==> src/rtl/fetch_unit.sv <==
`default_nettype none
// ============================================================================
// Module      : fetch_unit
// Description : Instruction-fetch stage. Owns the PC, presents it to the ITLB,
//               looks up the I-cache with the translated address, requests
//               refills through the memory arbiter on a miss and delivers one
//               instruction per cycle into IF/ID. Handles ITLB faults,
//               misaligned redirects, redirects arriving during a refill and
//               optional J/JAL predecode jumps.
// Revision    : 1.0 - initial release
// ============================================================================
module fetch_unit #(
    parameter logic [31:0] RESET_PC       = 32'h0000_1000,
    parameter int          OFFSET         = 12,
    parameter int          PHYS_ADDR_SIZE = 20,
    parameter int          JUMP_DECODE    = 1
) (
    input  logic                      clock,
    input  logic                      reset_n,
    input  logic                      stall_i,
    input  logic                      redirect_i,
    input  logic [31:0]               redirect_pc_i,
    output logic [31:0]               tlb_vaddr_o,
    input  logic                      tlb_ready_i,
    input  logic                      tlb_miss_i,
    input  logic [PHYS_ADDR_SIZE-1:0] tlb_paddr_i,
    output logic [PHYS_ADDR_SIZE-1:0] ic_addr_o,
    input  logic                      ic_hit_i,
    input  logic [31:0]               ic_data_i,
    output logic                      arb_req_o,
    output logic [PHYS_ADDR_SIZE-1:0] arb_addr_o,
    input  logic                      arb_ack_i,
    output logic [31:0]               inst_o,
    output logic [31:0]               inst_pc_o,
    output logic                      inst_valid_o,
    output logic                      fault_o,
    output logic [1:0]                fault_cause_o,
    output logic [31:0]               fault_pc_o
);

    typedef enum logic [2:0] {
        FETCH    = 3'd0,
        TLB_WAIT = 3'd1,
        IC_MISS  = 3'd2,
        DRAIN    = 3'd3,
        FAULT    = 3'd4
    } state_t;

    localparam logic [1:0] CAUSE_ITLB_MISS  = 2'b01;
    localparam logic [1:0] CAUSE_MISALIGNED = 2'b10;

    state_t      state;
    logic [31:0] pc;
    // Set when a misaligned redirect arrives while a refill is still in
    // flight: the fault state is entered only once the arbiter acknowledges.
    logic        drain_fault;

    logic [31:0]               pc_plus4;
    logic                      is_jump;
    logic [31:0]               jump_target;
    logic [31:0]               next_pc;
    logic                      redirect_misaligned;
    logic                      refill_pending;
    logic [PHYS_ADDR_SIZE-1:0] refill_addr;

    // Lookup addresses come straight from the PC and the ITLB result.
    assign tlb_vaddr_o = pc;
    assign ic_addr_o   = tlb_paddr_i;

    // Next-PC selection, including J/JAL predecode (opcodes 000010/000011).
    always_comb begin
        pc_plus4            = pc + 32'd4;
        is_jump             = (ic_data_i[31:27] == 5'b00001);
        jump_target         = {pc_plus4[31:28], ic_data_i[25:0], 2'b00};
        next_pc             = ((JUMP_DECODE != 0) && is_jump) ? jump_target : pc_plus4;
        redirect_misaligned = (redirect_pc_i[1:0] != 2'b00);
        refill_pending      = ((state == IC_MISS) || (state == DRAIN)) && !arb_ack_i;
        // Page offset is untranslated, so it is taken from the virtual PC.
        refill_addr         = {tlb_paddr_i[PHYS_ADDR_SIZE-1:OFFSET], pc[OFFSET-1:0]};
    end

    // Fetch sequencer: PC, state and every registered output.
    always_ff @(posedge clock) begin
        if (!reset_n) begin
            state         <= FETCH;
            pc            <= RESET_PC;
            drain_fault   <= 1'b0;
            arb_req_o     <= 1'b0;
            arb_addr_o    <= '0;
            inst_o        <= '0;
            inst_pc_o     <= '0;
            inst_valid_o  <= 1'b0;
            fault_o       <= 1'b0;
            fault_cause_o <= '0;
            fault_pc_o    <= '0;
        end else begin
            fault_o <= 1'b0;
            if (redirect_i) begin
                pc           <= redirect_pc_i;
                inst_valid_o <= 1'b0;
                if (redirect_misaligned) begin
                    fault_o       <= 1'b1;
                    fault_cause_o <= CAUSE_MISALIGNED;
                    fault_pc_o    <= redirect_pc_i;
                end
                if (refill_pending) begin
                    // Request stays up until the ack; the refilled line is
                    // not used for the redirected fetch.
                    state       <= DRAIN;
                    drain_fault <= redirect_misaligned;
                end else begin
                    arb_req_o   <= 1'b0;
                    drain_fault <= 1'b0;
                    state       <= redirect_misaligned ? FAULT : FETCH;
                end
            end else begin
                case (state)
                    FETCH, TLB_WAIT: begin
                        if (!stall_i) begin
                            if (!tlb_ready_i) begin
                                state        <= TLB_WAIT;
                                inst_valid_o <= 1'b0;
                            end else if (tlb_miss_i) begin
                                fault_o       <= 1'b1;
                                fault_cause_o <= CAUSE_ITLB_MISS;
                                fault_pc_o    <= pc;
                                inst_valid_o  <= 1'b0;
                                state         <= FAULT;
                            end else if (ic_hit_i) begin
                                inst_o       <= ic_data_i;
                                inst_pc_o    <= pc;
                                inst_valid_o <= 1'b1;
                                pc           <= next_pc;
                                state        <= FETCH;
                            end else begin
                                arb_addr_o   <= refill_addr;
                                arb_req_o    <= 1'b1;
                                inst_valid_o <= 1'b0;
                                state        <= IC_MISS;
                            end
                        end
                    end
                    IC_MISS: begin
                        inst_valid_o <= 1'b0;
                        if (arb_ack_i) begin
                            // PC unchanged: the same address is looked up
                            // again and now hits.
                            arb_req_o <= 1'b0;
                            state     <= FETCH;
                        end
                    end
                    DRAIN: begin
                        inst_valid_o <= 1'b0;
                        if (arb_ack_i) begin
                            arb_req_o   <= 1'b0;
                            drain_fault <= 1'b0;
                            state       <= drain_fault ? FAULT : FETCH;
                        end
                    end
                    FAULT: begin
                        inst_valid_o <= 1'b0;
                    end
                    default: begin
                        inst_valid_o <= 1'b0;
                        state        <= FETCH;
                    end
                endcase
            end
        end
    end

endmodule
`default_nettype wire

==> config.mk <==
export PLATFORM = sky130hd
export DESIGN_NAME = fetch_unit
export DESIGN_NICKNAME = d
export VERILOG_FILES = /design/src/rtl/fetch_unit.sv
export SDC_FILE = /design/constraint.sdc
export NUM_CORES = 1
export LEC_CHECK = 0
export ABC_AREA = 1
export BUFFER_PORTS_ARGS = -buffer_cell sky130_fd_sc_hd__buf_4
export CAP_MARGIN = 20
export CORE_MARGIN = 1
export CORE_UTILIZATION = 54
export DETAILED_ROUTE_END_ITERATION = 8
export PLACE_DENSITY = 0.93
export SETUP_SLACK_MARGIN = 0.4
export SLEW_MARGIN = 20
export SYNTH_ARGS = -nofsm -noshare
export SYNTH_HDL_FRONTEND = slang
export SYNTH_SLANG_ARGS = --single-unit
==> constraint.sdc <==
create_clock -name clock -period 2.6 [get_ports clock]
set_input_delay 0.26 -clock clock [delete_from_list [all_inputs] [get_ports clock]]
set_output_delay 0.26 -clock clock [all_outputs]
set_load 0.01 [all_outputs]
==> run summary <==
Sequential share of the synthesized area: 42.3%
Die Wd: 119 um
Final setup vio count: 0
Worst Skew: 0.0130 ns
Slowest CP cell: inv_8
Fin crit share: 77.2%
1st-iter DRT viols: 1034
RePlAce Congestion: 1.01
Initial antenna violation count: 0
YS warnings: 0
DRT Wirelength: 24.4 mm
Post-route DRC: 0
Top cell by count, worst path: nor2_1
Cell family with most CP delay: buffers and inverters
Final TNS setup: 0 ns
Clk root buf: clkbuf_16
# IOs: 265
Buf/Inv on CP: 3
Peak VDD IR: 0.492 mV
Max-cap violations: 0
Hold Crit Class: in -> reg
DRT Pass-1 Iters: 6
Final Max Slew Viols: 0
Place WS: 0.480 ns
Number of synthesized flops with an enable pin: 0
Worst EP required: 2.96 ns
Fillers: 1103
First-pass GRT wire length: 38.3 mm
Via count: 8041
WS Path Type: reg -> reg
Layout area overhead: 28.9%
Synthesized area: 7430 um^2
Die Y: 119 um
Core area: 13300 um^2
HPWL Detailed: 17.5 mm
Num CTS Buffers: 17
CP Cell Sequence: nor2_4 > nand4_2 > inv_2 > nand2_4 > inv_8 > buf_4 > nor2_1 > nor2_1
Syn Nets: 1118
Ys async rst share: 0%
Clock buffer depth: 2
CP max stage delay: 0.42 ns
Antenna Nets Post-Route: 0
Worst-path clk slew: 0.07 ns
Layout Cells excl Fill: 1402
Clk_lat worst skew: 0.43 ns
Synthesized instance count: 1025
Flop2flop setup slack: 0.59 ns
Top FF cell, synth: dfxtp_1
Seq cells post-synth: 157
RSZ-0062 raised after global routing: false
Final #Nets: 1306
Setup bufs post-CTS: 0
Ant. Diodes: 0
DR WL/cell: 17.4 um
Largest net degree at the start of global routing: 95
CTS tree: built
Reg2reg path depth: 8
Layout cell share with drive strength beyond 1: 27.1%
Worst path arrival time: 2.36 ns
End of the worst hold path: arb_addr_o[19]
H-Tree Depth: 4
Pwr per Cell Area: 602 nW/um^2
Dpl cells: 1370
Worst slew pin tran: 0.775 ns
Post-route setup slack: 0.592 ns
Final Hold Fails: 0
Global route overflow: 0
Vias/cell: 5.74
Mean post-synth cell area: 7.25 um^2
Total Die Area: 14200 um^2
Hold Slack: 0.0771 ns
IO buf count: 240
Starting density of the core: 55.7%
Rows: 42
# hold bufs at CTS: 0
Hold_sp: tlb_paddr_i[19]
Endpoint class of the critical path: register
Total track usage: 34.3%
CTS sink cnt: 157
Vias in the first global route: 7314
RR Endpoint: inst_pc_o[9]
CP Launch Type: register
Synth cell types: 38
Crit path max fanout: 94
Clock period minus worst slack: 2.01 ns
Highest Clock Rate: 0.498 GHz
Reg2reg start: state[2]
WHS Path Cells: 3
Outcome: finished, final reports clean
Relative slew slack: 48.3%
Leak: 4.25 nW
-- final cells by class --
type / instances / area [um^2] / share of cell area (%)
sequential: 157 / 3140 / 32.8
timing repair buffer: 253 / 1900 / 19.8
inverter: 77 / 297 / 3.09
tap: 176 / 220 / 2.30
multi-input combinational: 707 / 3470 / 36.2
clock buffer: 21 / 460 / 4.81
clock inverter: 11 / 93.8 / 0.979
-- synth_stat cells, types with 2 or more instances --
| cell type | instances | area share [%] |
|---|---|---|
| nand3_1 | 52 | 3.5 |
| a21oi_1 | 105 | 7.1 |
| nand4_1 | 22 | 1.9 |
| nor2_2 | 6 | 0.51 |
| dfxtp_1 | 157 | 42 |
| inv_1 | 70 | 3.5 |
| o211ai_1 | 5 | 0.51 |
| xor2_1 | 3 | 0.35 |
| a31oi_1 | 23 | 1.9 |
| o21ai_1 | 4 | 0.27 |
| clkbuf_1 | 24 | 1.2 |
| buf_2 | 20 | 1.3 |
| xnor2_1 | 3 | 0.35 |
| nand2_4 | 2 | 0.30 |
| inv_2 | 5 | 0.25 |
| and2_1 | 2 | 0.17 |
| o21bai_1 | 4 | 0.40 |
| buf_6 | 11 | 1.7 |
| nand2_2 | 11 | 0.93 |
| nand2_1 | 174 | 8.8 |
| nor2_1 | 119 | 6.0 |
| o21ai_0 | 140 | 9.4 |
| o221ai_1 | 3 | 0.35 |
| buf_4 | 28 | 2.8 |
| a21oi_2 | 11 | 1.3 |
| nor2_4 | 9 | 1.4 |
-- registers in the layout, summed over array words and instances (netlist names) --
signal         cells
arb_addr_o        20
arb_req_o          1
drain_fault        1
fault_cause_o      2
fault_o            1
fault_pc_o        32
inst_o            32
inst_pc_o         32
inst_valid_o       1
state              3
tlb_vaddr_o       32
-- worst reg2reg max path: stages, from the launching register on --
cell and delay [ns]:
dfxtp_1 0.35, nor2_4 0.23, nand4_2 0.17, inv_2 0.10, nand2_4 0.18, inv_8 0.42, buf_4 0.29, nor2_1 0.08
nor2_1 0.12
-- power by group --
group          total (mW)  internal [mW]  switching, mW
sequential           2.62           2.50          0.121
combinational       0.805          0.334          0.471
clock                2.34           1.36          0.985
total                5.77           4.20           1.58
-- cell families (layout without fill, tap and decap cells) --
kind of cell | after synthesis | count (layout) | synth area share (%)
simple gates | 402 | 402 | 24.2
buf+inv | 161 | 362 | 11.1
compound gates | 298 | 298 | 21.6
flops | 157 | 157 | 42.3
fa+ha+maj | 1 | 1 | 0.168
xor+xnor | 6 | 6 | 0.707
-- cell usage in the layout (no fill, tap or decap), types with 22 or more instances in the layout --
cell	instances
dfxtp_1	157
nand4_1	22
nand3_1	52
a21oi_1	105
inv_1	70
buf_4	253
a31oi_1	23
o21ai_0	140
nor2_1	119
nand2_1	174
-- worst max path at each step --
| stage | start | cells past startpoint | slack [ns] | end |
|---|---|---|---|---|
| after floorplan | tlb_vaddr_o[3] | 12 | 0.99 | tlb_vaddr_o[30] |
| after global placement | tlb_miss_i | 9 | 0.57 | inst_pc_o[0] |
| after detailed placement | tlb_miss_i | 9 | 0.48 | inst_pc_o[10] |
| after CTS | state[2] | 8 | 0.49 | inst_pc_o[9] |
| after global routing | state[2] | 8 | 0.42 | inst_pc_o[9] |
| final | state[2] | 8 | 0.59 | inst_pc_o[9] |
-- repair_timing --
| item | in CTS | in global routing |
|---|---|---|
| gates resized for setup | 0 | 1 |
| setup endpoints to repair | 0 | 14 |
| endpoints found under the hold margin | 0 | 0 |
-- metrics by stage --
step                      utilization, %  cell area [um^2]  total power, mW
final                               71.8              9580             5.77
after global routing                71.8              9580             5.96
after CTS                           71.8              9580             5.77
after detailed placement            67.6              9020             3.45
after global placement              67.6              9020             3.44
after floorplan                        -              7430             3.09
-- routing by layer --
| metal | vias up | global-route usage, % | wire [um] |
|---|---|---|---|
| met5 | - | 0 | 0 |
| met4 | 0 | 15.9 | 902 |
| met3 | 77 | 7.38 | 2360 |
| met2 | 482 | 51.9 | 10900 |
| met1 | 3704 | 46.5 | 10200 |
| li1 | 3778 | - | - |
(Power assumes the default switching activity.)
